--- config.mk ---
export PLATFORM = sky130hd
export DESIGN_NAME = cpu_fetch
export DESIGN_NICKNAME = d
export VERILOG_FILES = /design/src/rtl/cpu_fetch.sv
export SDC_FILE = /design/constraint.sdc
export NUM_CORES = 1
export LEC_CHECK = 0
export ABC_AREA = 1
export CAP_MARGIN = 10
export CELL_PAD_IN_SITES_DETAIL_PLACEMENT = 0
export CELL_PAD_IN_SITES_GLOBAL_PLACEMENT = 1
export CORE_MARGIN = 4
export CORE_UTILIZATION = 50
export DETAILED_ROUTE_END_ITERATION = 16
export GPL_ROUTABILITY_DRIVEN = 1
export PLACE_DENSITY = 0.95
export SETUP_SLACK_MARGIN = 0.3
export SYNTH_ARGS = -nofsm -noshare
export SYNTH_HDL_FRONTEND = slang
export SYNTH_SLANG_ARGS = --single-unit
export TNS_END_PERCENT = 10
--- constraint.sdc ---
create_clock -name clk -period 3.3 [get_ports clk]
set_clock_uncertainty 0.1 [all_clocks]
set_input_delay 0.33 -clock clk [delete_from_list [all_inputs] [get_ports clk]]
set_output_delay 0.33 -clock clk [all_outputs]
set_load 0.03 [all_outputs]
--- src/rtl/cpu_fetch.sv ---
// rtl/cpu_fetch.sv - instruction fetch stage with program memory and 2-entry prefetch buffer
// Presents one decoded 8-bit instruction per cycle over a valid/ready handshake.
module cpu_fetch #(
  parameter int DEPTH = 16,
  parameter int AW    = 4
) (
  input  logic          clk,
  input  logic          reset,
  input  logic          prog_we,
  input  logic [AW-1:0] prog_addr,
  input  logic [7:0]    prog_data,
  input  logic          run,
  input  logic          redirect_valid,
  input  logic [AW-1:0] redirect_pc,
  output logic          inst_valid,
  input  logic          inst_ready,
  output logic [7:0]    inst,
  output logic [AW-1:0] inst_pc,
  output logic [1:0]    op,
  output logic [1:0]    dest_addr,
  output logic [1:0]    src1_addr,
  output logic [1:0]    src2_addr,
  output logic [AW-1:0] fetch_pc
);

  logic [7:0]    mem [DEPTH];
  logic [7:0]    rd_data_q;

  logic [AW-1:0] fetch_pc_q, fetch_pc_d;
  logic          pend_q, pend_d;
  logic [AW-1:0] pend_pc_q, pend_pc_d;
  logic [1:0]    count_q, count_d;
  logic [7:0]    data0_q, data0_d, data1_q, data1_d;
  logic [AW-1:0] pc0_q, pc0_d, pc1_q, pc1_d;

  logic          pop, push, issue;
  logic [2:0]    occupancy;
  logic [1:0]    wpos;

  always_comb begin
    pop       = (count_q != 2'd0) && inst_ready;
    push      = pend_q && !redirect_valid;
    // Occupancy counts the pending read too, so a push can never land on a full buffer.
    occupancy = {1'b0, count_q} + {2'b00, pend_q} - {2'b00, pop};
    issue     = run && !redirect_valid && (occupancy < 3'd2);
    wpos      = count_q - {1'b0, pop};

    fetch_pc_d = issue ? fetch_pc_q + AW'(1) : fetch_pc_q;
    pend_d     = issue;
    pend_pc_d  = issue ? fetch_pc_q : pend_pc_q;
    count_d    = count_q - {1'b0, pop} + {1'b0, push};
    data0_d    = data0_q;
    data1_d    = data1_q;
    pc0_d      = pc0_q;
    pc1_d      = pc1_q;

    if (pop) begin
      data0_d = data1_q;
      pc0_d   = pc1_q;
    end
    if (push) begin
      if (wpos == 2'd0) begin
        data0_d = rd_data_q;
        pc0_d   = pend_pc_q;
      end else begin
        data1_d = rd_data_q;
        pc1_d   = pend_pc_q;
      end
    end

    if (redirect_valid) begin
      fetch_pc_d = redirect_pc;
      pend_d     = 1'b0;
      count_d    = 2'd0;
    end
  end

  always_ff @(posedge clk) begin
    if (reset) begin
      fetch_pc_q <= '0;
      pend_q     <= 1'b0;
      pend_pc_q  <= '0;
      count_q    <= 2'd0;
      data0_q    <= 8'd0;
      data1_q    <= 8'd0;
      pc0_q      <= '0;
      pc1_q      <= '0;
    end else begin
      fetch_pc_q <= fetch_pc_d;
      pend_q     <= pend_d;
      pend_pc_q  <= pend_pc_d;
      count_q    <= count_d;
      data0_q    <= data0_d;
      data1_q    <= data1_d;
      pc0_q      <= pc0_d;
      pc1_q      <= pc1_d;
    end
  end

  // Memory is not reset; a same-cycle write to the read address yields the old word.
  always_ff @(posedge clk) begin
    if (prog_we && !reset) mem[prog_addr] <= prog_data;
    if (issue) rd_data_q <= mem[fetch_pc_q];
  end

  assign inst_valid = (count_q != 2'd0);
  assign inst       = data0_q;
  assign inst_pc    = pc0_q;
  assign op         = data0_q[7:6];
  assign dest_addr  = data0_q[5:4];
  assign src1_addr  = data0_q[3:2];
  assign src2_addr  = data0_q[1:0];
  assign fetch_pc   = fetch_pc_q;

endmodule
# --- Yosys cells after proc, flatten, opt, wreduce, memory -nomap -nowiden ---
# Memory sizes are Yosys's and may differ from the RTL's. A register that Yosys moved wholly into a read port is not among the register bits.
# Index checks and enable logic that the tools add are counted.
# Widths: inputs -> output; s select.
totals:
  reg_bits: 35
  memories: 1
  ram_bits: 128
  out_inout_bits: 25
op_classes:
  add_sub_neg: 5
  n_lt_le_gt_ge: 1
  n_reduce_logical: 12
  bitwise_logic: 1
  n_mux: 10
memory_table:
  columns: ["name", "words", "width", "read_ports", "rd_clocked_by_memory_dff", "write_ports", "line", "rtl"]
  rows:
  - ["mem", 16, 8, 1, 1, 1, "26", "logic [7:0] mem [DEPTH];"]
op_table:
  columns: ["cell", "n"]
  rows:
  - ["$mux 8", 3]
  - ["$mux 4", 5]
  - ["$logic_and 1x1->1", 5]
  - ["$add 4x1->4 const B", 1]
  - ["$reduce_bool 2->1", 2]
  - ["$add 2x1->3", 1]
  - ["$lt 3x2->1 const B", 1]
  - ["$sub 3x1->3", 1]
  - ["$add 2x1->2", 1]
  - ["$logic_not 1->1", 2]
  - ["$logic_not 2->1", 1]
  - ["$mux 1", 2]
  - ["$reduce_and 2->1", 1]
  - ["$reduce_or 2->1", 1]
  - ["$sub 2x1->2", 1]
  - ["$not 1->1", 1]

# --- Longest topological paths before layout ---
logic_depth:
  word_depth: 7
  depth_mapped: 13
  mapped_depth_nobuf: 13

# --- Least setup slack after synthesis ---
# No wires, ideal clock.
synth_timing:
  kind: "register to register"
  startpoint: "reg count_q[1]"
  endpoint: "reg fetch_pc_q[0] (netlist: fetch_pc[0])"
  setup_slack_ns: 1.253
  path_stages_with_launch: 10
  synth_period_minus_slack_ns: 2.047
  arrival_ns: 1.828
  setup_time_ns: 0.119
  path_cell_list: "dfxtp_1 > nand3_4 > nand2_1 > nand2_1 > fa_1 > nand3_1 > nor2_4 > nand2_1 > nand2_1 > a21oi_1"
synth_via:
  elab_chain_len: 6
  word_cells_on_any_way: 7
  classes_between: "add/sub: 2; order compare: 1; reduce/logical: 4"
synth_rtl:
  columns: ["item", "line", "rtl"]
  rows:
  - ["start: declaration", "32", "logic [1:0] count_q, count_d;"]
  - ["start signal: assignment", "92", "count_q <= count_d;"]
  - ["parallel branches: the longest is 2 deep, another holds $add 2x1->3", null, null]
  - ["$sub 3x1->3 *", "44", "occupancy = {1'b0, count_q} + {2'b00, pend_q} - {2'b00, pop};"]
  - ["$lt 3x2->1 *", "45", "issue = run && !redirect_valid && (occupancy < 3'd2);"]
  - ["$logic_and 1x1->1 *", "45", null]
  - ["named net issue", "36", "logic pop, push, issue;"]
  - ["$reduce_bool 2->1 (no line) *", null, null]
  - ["end signal: assignment", "89", "fetch_pc_q <= fetch_pc_d;"]
  - ["end: declaration", "29", "logic [AW-1:0] fetch_pc_q, fetch_pc_d;"]
# Mark *: on every way through the listed nets, which the timed path passes.
# A chain may end at the register's enable or synchronous reset.

# --- Final worst setup path ---
layout_timing:
  startpoint: "reg fetch_pc_q[0] (netlist: fetch_pc[0])"
  endpoint: "out fetch_pc[0]"
layout_rtl:
  columns: ["item", "line", "rtl"]
  rows:
  - ["end: declaration", "23", "output logic [AW-1:0] fetch_pc"]
# No word-level cell between the ends.

==> flow_summary_export.csv <==
group,metric,value,unit
clocking,cts_max_level,4,
clocking,clk_path_buf_depth,2,
power_and_ir_drop,switching_share,25.2,%
worst_setup_path,start_kind,"flip-flop",
placed_design,place.gp.congestion,0.817,
placed_design,io_buffers,46,
global_route,grt_overflow,0,
sta,slew_violations,0,
die,initial_core_util,51.2,%
synthesis,ys_types,30,
clocking,cts_tree,"yes",
clocking,cts_setup_buffers,0,
die,core-area,0.0146,sq mm
placed_design,dp_cells,972,
sta,clock.fmax,423,MHz
synthesis,yosysWarnings,0,
sta,min_period,2360,ps
finish,antennaDiodeCount,0,
worst_setup_path,end_kind,"output pin",
clocking,hold_buffers,0,
worst_setup_path,path_class,"reg -> out",
sta,worst_pin_slew,1100,ps
sta,min_period_over_period,71.6,%
clocking,clk_latency,430,ps
route,antenna_left,0,
worst_setup_path,cp.arrival,1930,ps
die,dieArea,0.0170,sq mm
power_and_ir_drop,intPower,3.50,mW
finish,fillers,1263,
power_and_ir_drop,p_clk_share,40.7,%
power_and_ir_drop,seqPwrFrac,51.1,%
clocking,post_cts_resized,0,
worst_setup_path,worstPathCellList,"buf_4, clkdlybuf4s50_1",
route,post-route-drc-count,0,
die,dieHeight,130,um
power_and_ir_drop,ir_drop,434,uV
power_and_ir_drop,netSwitchingPower,1.18,mW
route,route.detailed.wl_per_inst,15.5,um
sta,finalHoldViolCount,0,
global_route,grt_pass1_wl,24600,um
synthesis,ys_ff_latch,171,
die,placementRows,44,
finish,drive_gt1_share,6.59,%
worst_setup_path,path_depth,2,
worst_setup_path,crit_slowest_cell,"clkdlybuf4s50_1",
hold_path,min_path_type,"reg -> reg",
clocking,path_clk_slew,70,ps
placed_design,dp_hpwl,9960,um
die,die_w,130,um
worst_setup_path,ff2ff_path_depth,9,
hold_path,hold_start,"data1_q[0]$_SDFFE_PP0P_",
clocking,root_buffer,"clkbuf_16",
sta,fin_ws,937,ps
synthesis,synth_edf_count,136,
finish,nNetsFinal,833,
route,vias,5099,
route,first_pass_iters,5,
power_and_ir_drop,power_leakage,3.51,nW
worst_setup_path,max_stage_delay,750,ps
worst_setup_path,r2r-start,"count_q[1]$_SDFF_PP0_",
finish,final_core_util,58.5,%
power_and_ir_drop,power.total,4.67,mW
synthesis,synth-async-reset-ratio,0,%
global_route,antenna_found_initial,0,
global_route,grt_pass1_vias,4675,
sta,maxSlewHeadroom,26.5,%
synthesis,syn-num-nets,804,
finish,syn_to_final_growth,14.2,%
finish,layout.cells.non_filler,1004,
worst_setup_path,critPathLaunch,"fetch_pc[0]$_SDFFE_PP0P_",
synthesis,ys_seq_area_share,64.0,%
route,viasPerCell,5.08,
hold_path,holdPathStages,2,
sta,setup_viol,0,
worst_setup_path,cp_num_buf_inv,2,
route,first_iter_violations,426,
clocking,clock_sinks,171,
route,finalWirelength,15500,um
synthesis,synth_cells,778,
global_route,grt_usage,19.2,%
worst_setup_path,path_max_fanout,43,
synthesis,synthesis.area,0.00747,sq mm
sta,rsz0062_at_grt,"no",
synthesis,ys.flop_type,"edfxtp_1",
power_and_ir_drop,p_per_area,547,mW/mm^2
status,status,"completed",
clocking,cts_inserted_buffers,17,
worst_setup_path,cp_top_family,"buffers and inverters",
synthesis,syn_area_per_cell,9.61,sq um
die,io_pins,47,
sta,tns,0,ps
worst_setup_path,required,2870,ps
placed_design,post-place-ws,614,ps
global_route,grt_max_degree,58,
power_and_ir_drop,combPwrFrac,8.2,%
flow_run,drv_cap,0,
## layer usage
layer	vias up	wire length [um]	track usage, %
met3	23	984	5.16
met1	2326	6770	25.3
met2	172	7520	31.4
li1	2578	-	-
met4	0	254	5.99
met5	-	0	0
## area by class of cell
type	instances	area [sq um]	share of cell area, %
multi-input combinational	469	2070	24.3
timing repair buffer	52	505	5.92
tap	184	230	2.70
clock inverter	15	150	1.76
clock buffer	17	425	4.99
inverter	96	360	4.22
sequential	171	4790	56.1
## cell usage after synthesis (2+ instances only)
library cell	n	area, sq um
a21oi_1	7	35.0
buf_2	20	100
buf_4	9	67.6
buf_6	5	56.3
clkbuf_1	7	26.3
clkinv_1	2	7.51
dfxtp_1	35	701
edfxtp_1	136	4080
ha_1	3	37.5
inv_1	88	330
inv_2	6	22.5
nand2_1	243	912
nand2_2	2	12.5
nand3_1	100	500
nand3b_1	2	15.0
nor2_1	70	263
o211ai_1	8	60.1
o21ai_0	14	70.1
o21ai_1	10	50.1
## kinds of logic after synthesis
group	count (synthesis)	synth area share, %
xor+xnor	1	0.117
simple gates	425	24.0
compound gates	39	2.88
fa+ha+maj	4	0.770
flops	171	64.0
buf+inv	138	8.22
## power by group through the flow
stage               Sequential, mW  Combinational, mW  Clock (mW)
finish                        2.39              0.382        1.90
global placement              2.43              0.379           0
CTS                           2.39              0.384        1.93
detailed placement            2.43              0.382           0
floorplan                     2.44              0.224           0
global route                  2.39              0.426        2.03
## path summary, 6_finish.rpt
kind	slack, ps	endpoint
worst max-delay path	940	fetch_pc[0]
worst min-delay path	380	data1_q[0]$_SDFFE_PP0P_
worst max register to register	1040	fetch_pc[0]$_SDFFE_PP0P_
worst min register to register	380	data1_q[0]$_SDFFE_PP0P_
## sequential cells by signal, indices dropped and copies added (netlist names)
signal / flops
pc1_q: 4
data1_q: 8
pend_pc_q: 4
mem: 128
inst_pc: 4
inst: 8
rd_data_q: 8
fetch_pc: 4
count_q: 2
pend_q: 1
## cell usage in the layout (no fill, tap or decap), types with 6 or more instances in the layout
cell and n:
inv_2 6, buf_4 6, inv_1 88, nor2_1 70, o21ai_0 14, inv_6 6, clkdlybuf4s50_1 46, o21ai_1 10
clkbuf_16 17, a21oi_1 7, edfxtp_1 136, dfxtp_1 34, nand3_1 100, o211ai_1 8, nand2_1 243
## worst register-to-register path, cell delays in order (launching register included)
cell,delay (ps)
dfxtp_1,480
nand3_4,150
nand2_1,110
nand2_1,70
fa_1,510
nand3_1,120
nor2_4,350
nand2_1,130
nand2_1,80
a21oi_1,50
## per-stage QoR
stage,hold slack (ps),instance area [sq um]
finish,384,8530
detailed placement,374,7960
global placement,364,7960
CTS,390,8530
floorplan,299,7470
global route,407,8530
Note: power is estimated with default switching activity, not from simulation.
